## config.mk

```make
export PLATFORM = sky130hd
export DESIGN_NAME = psdsqrt_sched
export DESIGN_NICKNAME = d
export VERILOG_FILES = /design/src/rtl/psdsqrt_sched.sv
export SDC_FILE = /design/constraint.sdc
export NUM_CORES = 1
export LEC_CHECK = 0
export BUFFER_PORTS_ARGS = -buffer_cell sky130_fd_sc_hd__buf_2
export CAP_MARGIN = 20
export CORE_ASPECT_RATIO = 0.75
export CORE_MARGIN = 2
export CORE_UTILIZATION = 49
export CTS_CLUSTER_DIAMETER = 40
export DETAILED_ROUTE_END_ITERATION = 6
export GPL_TIMING_DRIVEN = 0
export PLACE_DENSITY = 0.86
export SLEW_MARGIN = 5
export SYNTH_ARGS = -nofsm -noshare
export SYNTH_HDL_FRONTEND = slang
export SYNTH_SLANG_ARGS = --single-unit
```

## constraint.sdc

```tcl
create_clock -name clock -period 2.83 [get_ports clock]
set_input_delay 0.566 -clock clock [delete_from_list [all_inputs] [get_ports clock]]
set_output_delay 0.566 -clock clock [all_outputs]
set_load 0.03 [all_outputs]
```

## src/rtl/psdsqrt_sched.sv

```systemverilog
// Sequencer and 2-way round-robin arbiter sharing one psdsqrt unit between two requesters.
// Optional op_count output is enabled by defining PSDSQRT_SCHED_OPCNT_EN.
module psdsqrt_sched #(
   parameter int CALC_CYCLES = 16,
   parameter int XW          = 32
) (
   input  logic              clock,
   input  logic              reset,
   input  logic              req0,
   input  logic [XW-1:0]     x0,
   output logic              ack0,
   input  logic              req1,
   input  logic [XW-1:0]     x1,
   output logic              ack1,
   output logic              res_valid,
   output logic              res_id,
   output logic [XW/2-1:0]   res_data,
   input  logic              res_ack,
   output logic              busy,
   output logic              sqrt_start,
   output logic              sqrt_stop,
   output logic [XW-1:0]     sqrt_xin,
   input  logic [XW/2-1:0]   sqrt_in
`ifdef PSDSQRT_SCHED_OPCNT_EN
   ,
   output logic [15:0]       op_count
`endif
);

   // state  | meaning
   // IDLE   | waiting for a request; grant and operand latch happen here
   // START  | sqrt_start pulse, wait counter loaded
   // WAIT   | CALC_CYCLES cycles of unit iteration
   // STOP   | sqrt_stop pulse
   // CAPT   | root captured from the unit
   // RESP   | result presented until res_ack

   localparam int RW = XW / 2;
   localparam int CW = (CALC_CYCLES > 1) ? $clog2(CALC_CYCLES) : 1;

   typedef enum logic [2:0] {
      S_IDLE, S_START, S_WAIT, S_STOP, S_CAPT, S_RESP
   } state_t;

   state_t        state_q, state_d;
   logic [CW-1:0] cnt_q, cnt_d;
   logic [XW-1:0] xin_q, xin_d;
   logic          id_q, id_d;
   logic          rr_ptr_q, rr_ptr_d;
   logic          res_id_q, res_id_d;
   logic [RW-1:0] res_data_q, res_data_d;
   logic          grant;

`ifdef PSDSQRT_SCHED_OPCNT_EN
   logic [15:0]   op_count_q, op_count_d;
`endif

   always_comb begin
      state_d    = state_q;
      cnt_d      = cnt_q;
      xin_d      = xin_q;
      id_d       = id_q;
      rr_ptr_d   = rr_ptr_q;
      res_id_d   = res_id_q;
      res_data_d = res_data_q;
      grant      = 1'b0;
      ack0       = 1'b0;
      ack1       = 1'b0;
      sqrt_start = 1'b0;
      sqrt_stop  = 1'b0;
`ifdef PSDSQRT_SCHED_OPCNT_EN
      op_count_d = op_count_q;
`endif
      case (state_q)
         S_IDLE: begin
            // rr_ptr holds the requester that wins a tie; it flips away from whoever is served
            if (!reset && (req0 || req1)) begin
               grant    = (req0 && req1) ? rr_ptr_q : req1;
               ack0     = ~grant;
               ack1     = grant;
               xin_d    = grant ? x1 : x0;
               id_d     = grant;
               rr_ptr_d = ~grant;
               state_d  = S_START;
            end
         end
         S_START: begin
            sqrt_start = 1'b1;
            cnt_d      = CW'(CALC_CYCLES - 1);
            state_d    = S_WAIT;
         end
         S_WAIT: begin
            if (cnt_q == '0) begin
               state_d = S_STOP;
            end else begin
               cnt_d = cnt_q - CW'(1);
            end
         end
         S_STOP: begin
            sqrt_stop = 1'b1;
            state_d   = S_CAPT;
         end
         S_CAPT: begin
            res_data_d = sqrt_in;
            res_id_d   = id_q;
            state_d    = S_RESP;
         end
         S_RESP: begin
            if (res_ack) begin
               state_d = S_IDLE;
`ifdef PSDSQRT_SCHED_OPCNT_EN
               op_count_d = op_count_q + 16'd1;
`endif
            end
         end
         default: state_d = S_IDLE;
      endcase
   end

   always_ff @(posedge clock) begin
      if (reset) begin
         state_q    <= S_IDLE;
         cnt_q      <= '0;
         xin_q      <= '0;
         id_q       <= 1'b0;
         rr_ptr_q   <= 1'b0;
         res_id_q   <= 1'b0;
         res_data_q <= '0;
`ifdef PSDSQRT_SCHED_OPCNT_EN
         op_count_q <= '0;
`endif
      end else begin
         state_q    <= state_d;
         cnt_q      <= cnt_d;
         xin_q      <= xin_d;
         id_q       <= id_d;
         rr_ptr_q   <= rr_ptr_d;
         res_id_q   <= res_id_d;
         res_data_q <= res_data_d;
`ifdef PSDSQRT_SCHED_OPCNT_EN
         op_count_q <= op_count_d;
`endif
      end
   end

   assign sqrt_xin  = xin_q;
   assign res_data  = res_data_q;
   assign res_id    = res_id_q;
   assign busy      = (state_q != S_IDLE);
   assign res_valid = (state_q == S_RESP);
`ifdef PSDSQRT_SCHED_OPCNT_EN
   assign op_count  = op_count_q;
`endif

endmodule

```

==> out/metrics.yaml, run 1 <==
sta:
  period_minus_slack_ns: 2.635
  skew_ns: 0.003492
  slew_viol_final: 0
  rsz0062_at_grt: "false"
  hold_violations: 0
  fmax_ghz: 0.3795
  max_slew_margin_pct: 66.40
  worst_pin_slew_ns: 0.5018
  setup-tns-final_ns: 0
  final.period_utilization_pct: 93.12
  setup_viol: 0
synthesis:
  netlist_area_um2: 2705
  ys_top_cells_by_area: "dfxtp_1, a311oi_1, a21oi_1"
  yosysTopAreaCellShare_pct: 42.92
  ys_top_cells_by_count: "dfxtp_1, a21oi_1, nand2_1, a311oi_1, nand3b_1"
  yosys_warnings: 0
  synth_edf_count: 0
  ys_seq_area_share_pct: 42.92
  synth_cell_type_count: 34
  syn_inst: 327
  synth_fp_nets: 413
  ys_seq_elements: 58
  synth_ff_type: "dfxtp_1"
  async_reset_ff_share_pct: 0
  synth_largest_area_cell: "dfxtp_1"
  syn_area_per_cell_um2: 8.272
  post-synth-top-count-cell: "dfxtp_1"
global_routing:
  grt_pass1_wl_mm: 12.52
  grt_pass1_vias: 2768
  grt_use_total_pct: 25.74
  antenna_found_initial: 0
  overflow: 0
  grt_max_degree: 11
cts:
  clk_pin_slew_ns: 0.06
  numClockSinks: 58
  cts_buffer_depth: 2
  postCtsHoldBufs: 0
  clk_latency_ns: 0.34
  cts_made_buffers: 9
  cts_tree: "built"
  cts-root-buf: "clkbuf_8"
  ctsResizeCount: 0
  cts_setup_buffers: 0
  h-tree-depth: 3
cells_and_area:
  multi_input_area_um2: 1368
  num_antenna_cells: 0
  stdcell_area_um2: 3710
  nets: 561
  instances_no_fill: 555
  final-seq-area_um2: 1161
  fill_cells: 460
  post-route-util_pct: 69.68
  drive_gt1_share_pct: 35.42
  area_growth_pct: 37.14
floorplanning:
  rows: 23
  initial_utilization_pct: 50.81
  fp.dieW_um: 89.80
  dieHeight_um: 68.35
  core_area_um2: 5324
  ios: 140
  dieArea_um2: 6137
placement:
  dpl_cell_area_um2: 3485
  placedCellCount: 539
  hpwlAfterDp_mm: 5.903
  numPortBuffers: 137
  gp_congestion: 0.8619
power:
  p_leak_nw: 1.585
  p_per_area_nw_per_um2: 825.9
  peakVddDrop_mv: 0.4534
detailed_routing:
  wirelength_mm: 8.056
  drt_pass1_iterations: 4
  antenna_left: 0
  viasPerCell: 5.456
  vias: 3028
  wl_per_cell_um: 14.52
  drc: 0
  drt_iter0_markers: 157
min_path:
  hp-class: "flip-flop to flip-flop"
  min-delay-start: "res_data[2]"
critical_path:
  path_class: "primary input to primary output"
  critPathLaunchType: "primary input"
  startpoint: "reset"
  required_ns: 2.26
  r2r-start: "state_q[2]"
  critPathCaptureType: "primary output"
  cp.arrival_ns: 2.07
  crit_path_max_fanout: 10
status:
  outcome: "completed"
flow_run:
  drv_cap: 0
## layout make-up
type | count | area share [%]
Clock buffer | 11 | 3.811
Timing Repair Buffer | 137 | 18.48
Clock inverter | 5 | 2.091
Tap cell | 75 | 2.530
Buffer | 37 | 4.115
Multi-Input combinational cell | 224 | 36.86
Inverter | 8 | 0.8094
Sequential cell | 58 | 31.30
## stage by stage
| step | power, W | setup slack (ns) | hold slack, ns |
|---|---|---|---|
| detailed placement | 0.002219 | 0.2507 | 0.4453 |
| global placement | 0.002183 | 0.2624 | 0.4386 |
| floorplan | 0.001872 | 0.4221 | 0.4322 |
| finish | 0.003064 | 0.1947 | 0.4542 |
| global route | 0.003234 | 0.03014 | 0.4593 |
| CTS | 0.003067 | 0.05207 | 0.4506 |
## final timing paths
check / end / slack (ns) / depth (start not counted)
setup reg to reg: sqrt_xin[22] / 0.96 / 5
setup / recovery: ack0 / 0.19 / 7
hold / removal: res_data[2] / 0.45 / 2
hold reg to reg: res_data[2] / 0.45 / 2
## state kept, by name, summed over array words and instances (netlist names)
register / count
cnt_q: 4
state_q: 3
id_q: 1
sqrt_xin: 32
res_data: 16
res_id: 1
rr_ptr_q: 1
## per-layer routing
| metal | part of all wire, % | track usage, % | wire (um) |
|---|---|---|---|
| met5 | 0 | 0 | 0 |
| met4 | 0.71 | 10.00 | 57 |
| met3 | 8.1 | 8.700 | 655 |
| met2 | 46 | 43.18 | 3730 |
| met1 | 45 | 31.36 | 3613 |
## power breakdown
| group | leakage [nW] | internal, W | total, W | switching (W) |
|---|---|---|---|---|
| Combinational | 1.00 | 0.000402 | 0.00117 | 0.000765 |
| Sequential | 0.475 | 0.000965 | 0.00106 | 0.0000916 |
| Clock | 0.109 | 0.000516 | 0.000841 | 0.000324 |
## critical path, stage by stage
cell and delay [ns]:
clkbuf_1 0.19, o21ba_2 0.28, buf_2 0.18, clkbuf_1 0.40, nand2_1 0.10, nor2_1 0.13, buf_2 0.21
## placed cells by master, fill, tap and decap left out, types with 10 or more instances in the layout
| cell type | netlist | final |
|---|---|---|
| buf_2 | 8 | 145 |
| dfxtp_1 | 58 | 58 |
| a21oi_1 | 53 | 53 |
| nand2_1 | 38 | 38 |
| nand3b_1 | 32 | 32 |
| a311oi_1 | 32 | 32 |
| o21ai_0 | 30 | 30 |
| clkbuf_1 | 27 | 28 |
| clkbuf_8 | 0 | 10 |
## cell families (layout without fill, tap and decap cells)
logic type	Yosys count	count (layout)	synth area share [%]
AO/OA/AOI/OAI	130	130	29.60
XOR/XNOR	1	1	0.3238
adder cells (fa/ha/maj)	1	1	0.4625
buffers and inverters	45	198	6.753
flip-flops	58	58	42.92
AND/OR/NAND/NOR	92	92	19.94
No activity file was read; power rests on OpenSTA's default activity.
==> inputs of run 2 (changes only) <==
==> constraint.sdc (replaced) <==
create_clock -name clock -period 2.83 [get_ports clock]
set_input_delay 0.283 -clock clock [delete_from_list [all_inputs] [get_ports clock]]
set_output_delay 0.283 -clock clock [all_outputs]
set_load 0.03 [all_outputs]
==> out/metrics.yaml, run 2 (synthesized netlist as in run 1, its figures left out) <==
sta:
  skew_ns: 0.004040  # was 0.003492 ns
  hold_violations: 0  # unchanged
  period_minus_slack_ns: 2.467  # was 2.635 ns
  fin_ws_ns: 0.3634  # was 0.1947 ns
  max_slew_margin_pct: 56.04  # was 66.40%
  setup_viol: 0  # unchanged
  fmax_ghz: 0.4054  # was 0.3795 GHz
  rsz0062_at_grt: "false"  # unchanged
  final.period_utilization_pct: 87.16  # was 93.12%
  worst_pin_slew_ns: 0.6558  # was 0.5018 ns
  slew_viol_final: 0  # unchanged
  setup-tns-final_ns: 0  # unchanged
cells_and_area:
  drive_gt1_share_pct: 35.42  # unchanged
  final_cell_mix: "buf_2, dfxtp_1, a21oi_1"  # unchanged
  num_antenna_cells: 0  # unchanged
  area_growth_pct: 36.91  # was 37.14%
  largest_register_ffs: 32  # unchanged
  post-route-util_pct: 69.57  # was 69.68%
  final_common_cell: "buf_2"  # unchanged
  nets: 561  # unchanged
detailed_routing:
  viasPerCell: 5.463  # was 5.456
  wl_per_cell_um: 14.49  # was 14.52 um
  antenna_left: 0  # unchanged
  drt_pass1_iterations: 4  # unchanged
  vias: 3032  # was 3028
  drt_iter0_markers: 153  # was 157
  wirelength_mm: 8.040  # was 8.056 mm
  drc: 0  # unchanged
global_routing:
  overflow: 0  # unchanged
  grt_pass1_wl_mm: 12.52  # unchanged
  grt_use_total_pct: 25.74  # unchanged
  grt_max_degree: 11  # unchanged
  antenna_found_initial: 0  # unchanged
  grt_pass1_vias: 2768  # unchanged
critical_path:
  slowest_delay_ns: 0.57  # was 0.40 ns
  path_cells: "nor3_2, inv_2, or4_1, inv_1, buf_2"  # was clkbuf_1, o21ba_2, buf_2, clkbuf_1, nand2_1, nor2_1, buf_2
  path_class: "flip-flop to primary output"  # was primary input to primary output
  cpLargestDelayFamily: "simple AND/OR/NAND/NOR gates"  # was buffers and inverters
  required_ns: 2.55  # was 2.26 ns
  critPathLaunchType: "flip-flop"  # was primary input
  critPathCaptureType: "primary output"  # unchanged
  cp_slowest_cell: "nor3_2"  # was clkbuf_1
  crit_path_max_fanout: 9  # was 10
  cp.arrival_ns: 2.18  # was 2.07 ns
  crit_buf_inv: 3  # was 4
floorplanning:
  ios: 140  # unchanged
  dieHeight_um: 68.35  # unchanged
  core_area_um2: 5324  # unchanged
  rows: 23  # unchanged
  fp.dieW_um: 89.80  # unchanged
  initial_utilization_pct: 50.81  # unchanged
  dieArea_um2: 6137  # unchanged
cts:
  h-tree-depth: 3  # unchanged
  cts_setup_buffers: 0  # unchanged
  ctsResizeCount: 0  # unchanged
  clk_pin_slew_ns: 0.06  # about the same
  cts-root-buf: "clkbuf_8"  # unchanged
  postCtsHoldBufs: 0  # unchanged
  cts_buffer_depth: 2  # unchanged
  clk_latency_ns: 0.34  # about the same
  numClockSinks: 58  # unchanged
  cts_made_buffers: 9  # unchanged
  cts_tree: "built"  # unchanged
status:
  outcome: "completed"  # unchanged
power:
  peakVddDrop_mv: 0.4533  # was 0.4534 mV
  p_total_w: 0.003058  # was 0.003064 W
  p_per_area_nw_per_um2: 825.7  # was 825.9 nW/um2
  p_leak_nw: 1.584  # was 1.585 nW
placement:
  pre_cts_slack_ns: 0.7115  # was 0.2507 ns
  hpwlAfterDp_mm: 5.903  # unchanged
  gp_congestion: 0.8619  # unchanged
  numPortBuffers: 137  # unchanged
min_path:
  hp-class: "primary input to flip-flop"  # was flip-flop to flip-flop
flow_run:
  drv_cap: 0  # unchanged
[run 2: per-layer routing]
layer,track usage [%],part of all wire (%),wire [um],vias to the layer above
li1,-,-,-,1504
met1,31.36,45,3632,1394
met2,43.18,46,3686,122
met3,8.700,7.9,636,12
met4,10.00,1.0,84,0
met5,0,0,0,-
[run 2: worst paths after layout]
check               from           end  slack (ns)  cells past startpoint
max           state_q[2]          ack1        0.36                      5
min          sqrt_in[10]  res_data[10]        0.18                      3
max reg2reg   state_q[2]  sqrt_xin[22]        0.79                      5
min reg2reg  res_data[2]   res_data[2]        0.45                      2
[run 2: area by class of cell]
class	count	area, um2
tap	75	93.84
multi-input combinational	224	1361
inverter	8	30.03
sequential	58	1161
fill	461	1620
buffer	37	152.6
clock buffer	11	141.4
clock inverter	5	77.57
timing repair buffer	137	685.7
[run 2: where the power goes]
group          internal [W]  switching, W  total [W]  leakage (nW)
sequential         0.000965     0.0000870    0.00105         0.475
combinational      0.000398      0.000766    0.00116         0.999
clock              0.000517      0.000325   0.000841         0.109
[run 2: through the flow]
stage | hold slack, ns | instances | cell area [um2]
2_1_floorplan | 0.4190 | 327 | 2705
3_3_place_gp | 0.4386 | 539 | 3485
3_5_place_dp | 0.4453 | 539 | 3485
4_1_cts | 0.1676 | 555 | 3704
5_1_grt | 0.1763 | 555 | 3704
6_report | 0.1841 | 555 | 3704
[run 2: tightest hold or removal path, cell delays in order]
cell	delay (ns)
buf_2	0.09
nand2_1	0.05
a21oi_1	0.05
==> inputs of run 3 (changes only) <==
- CORE_ASPECT_RATIO: 0.75 -> 0.6
- CORE_MARGIN: 2 -> 3
==> out/metrics.yaml, run 3 (synthesized netlist as in run 1, its figures left out) <==
status:
  outcome: "completed"  # unchanged
sta:
  final.period_utilization_pct: 84.54  # was 87.16%
  whs_ns: 0.1733  # was 0.1841 ns
  rsz0062_at_grt: "false"  # unchanged
  fmax_ghz: 0.4180  # was 0.4054 GHz
  period_minus_slack_ns: 2.392  # was 2.467 ns
  hold_violations: 0  # unchanged
  worst_pin_slew_ns: 0.6183  # was 0.6558 ns
  setup_viol: 0  # unchanged
  slew_viol_final: 0  # unchanged
  skew_ns: 0.008071  # was 0.004040 ns
  max_slew_margin_pct: 58.56  # was 56.04%
  setup-tns-final_ns: 0  # unchanged
placement:
  gp_congestion: 0.8123  # was 0.8619
  numPortBuffers: 137  # unchanged
  dpl_cell_area_um2: 3473  # was 3485 um2
  hpwlAfterDp_mm: 6.483  # was 5.903 mm
global_routing:
  antenna_found_initial: 0  # unchanged
  grt_max_degree: 11  # unchanged
  overflow: 0  # unchanged
  grt_pass1_vias: 2990  # was 2768
  grt_pass1_wl_mm: 14.10  # was 12.52 mm
  grt_use_total_pct: 27.96  # was 25.74%
floorplanning:
  dieHeight_um: 63.56  # was 68.35 um
  dieArea_um2: 6478  # was 6137 um2
  ios: 140  # unchanged
  initial_utilization_pct: 51.97  # was 50.81%
  fp.dieW_um: 101.9  # was 89.80 um
  rows: 20  # was 23
  core_area_um2: 5205  # was 5324 um2
critical_path:
  cpLargestDelayFamily: "simple AND/OR/NAND/NOR gates"  # unchanged
  cp.arrival_ns: 2.11  # was 2.18 ns
  reg2reg_to: "sqrt_xin[20]"  # was sqrt_xin[22]
  slowest_delay_ns: 0.54  # was 0.57 ns
  ff2ff_setup_slack_ns: 0.87  # was 0.79 ns
  crit_buf_inv: 3  # unchanged
  critPathCaptureType: "primary output"  # unchanged
  cp_slowest_cell: "nor3_2"  # unchanged
  required_ns: 2.55  # about the same
  r2r-start: "state_q[2]"  # unchanged
  reg2reg_depth: 5  # unchanged
  path_class: "flip-flop to primary output"  # unchanged
  crit_path_max_fanout: 9  # unchanged
  critPathLaunchType: "flip-flop"  # unchanged
  path_cells: "nor3_2, inv_2, or4_1, inv_1, buf_2"  # unchanged
min_path:
  min-delay-start: "sqrt_in[10]"  # unchanged
  hp-class: "primary input to flip-flop"  # unchanged
  holdPathEnd: "res_data[10]"  # unchanged
  hold_depth: 3  # unchanged
cells_and_area:
  largest_register_ffs: 32  # unchanged
  post-route-util_pct: 70.65  # was 69.57%
  final-seq-area_um2: 1161  # unchanged
  final_cell_mix: "buf_2, dfxtp_1, a21oi_1"  # unchanged
  fill_cells: 453  # was 461
  stdcell_area_um2: 3677  # was 3704 um2
  final_common_cell: "buf_2"  # unchanged
  drive_gt1_share_pct: 35.28  # was 35.42%
  nets: 561  # unchanged
  area_growth_pct: 35.94  # was 36.91%
  num_antenna_cells: 0  # unchanged
  multi_input_area_um2: 1361  # unchanged
detailed_routing:
  drc: 0  # unchanged
  vias: 3104  # was 3032
  wirelength_mm: 8.706  # was 8.040 mm
  drt_iter0_markers: 156  # was 153
  antenna_left: 0  # unchanged
  viasPerCell: 5.695  # was 5.463
  wl_per_cell_um: 15.97  # was 14.49 um
  drt_pass1_iterations: 5  # was 4
cts:
  cts-root-buf: "clkbuf_8"  # unchanged
  h-tree-depth: 3  # unchanged
  cts_setup_buffers: 0  # unchanged
  cts_buffer_depth: 2  # unchanged
  clk_pin_slew_ns: 0.07  # was 0.06 ns
  cts_tree: "built"  # unchanged
  clk_latency_ns: 0.34  # about the same
  cts_made_buffers: 9  # unchanged
  ctsResizeCount: 0  # unchanged
  postCtsHoldBufs: 0  # unchanged
  numClockSinks: 58  # unchanged
power:
  peakVddDrop_mv: 0.4007  # was 0.4533 mV
  p_leak_nw: 1.580  # was 1.584 nW
  p_per_area_nw_per_um2: 819.0  # was 825.7 nW/um2
flow_run:
  drv_cap: 0  # unchanged
run 3: area by class of cell:
type | instances | share of cell area (%)
Buffer | 37 | 4.151
Clock buffer | 13 | 4.593
Clock inverter | 2 | 0.9527
Inverter | 8 | 0.8166
Multi-Input combinational cell | 224 | 37.02
Sequential cell | 58 | 31.58
Tap cell | 66 | 2.246
Timing Repair Buffer | 137 | 18.65
run 3: worst max-delay path by stage:
stage          depth (start not counted)  endpoint  startpoint
3_5_place_dp                           5      ack1  state_q[2]
5_1_grt                                5      ack1  state_q[2]
2_1_floorplan                          4      ack1  state_q[2]
3_3_place_gp                           5      ack1  state_q[2]
6_report                               5      ack1  state_q[2]
4_1_cts                                5      ack1  state_q[2]
run 3: worst register-to-register path, delay by kind of cell (launching register included):
family                 cells  cell delay (ns)
and+or+nand+nor            2             0.93
buffers and inverters      2             0.45
AOI/OAI and AO/OA          1             0.13
DFF                        1             0.32
run 3: metrics by stage:
stage	total power (W)	instances	worst slack, ns
final	0.003012	545	0.4376
after global routing	0.003191	545	0.2908
after CTS	0.003017	545	0.4285
after detailed placement	0.002220	530	0.8107
after global placement	0.002182	530	0.8232
after floorplan	0.001872	327	0.9265
run 3: routing by layer:
layer  part of all wire [%]  wire (um)  vias to the layer above  GRT usage [%]
li1                       -          -                     1502              -
met1                     44       3853                     1442          35.55
met2                     45       3954                      146          43.97
met3                    9.0        787                       14          11.17
met4                    1.3        110                        0          7.692
met5                      0          0                        -              0
run 3: power by group:
part | switching [W] | internal [W] | total, W | leakage [nW]
registers | 0.0000866 | 0.000965 | 0.00105 | 0.475
logic | 0.000768 | 0.000397 | 0.00117 | 0.999
clock network | 0.000322 | 0.000473 | 0.000795 | 0.106
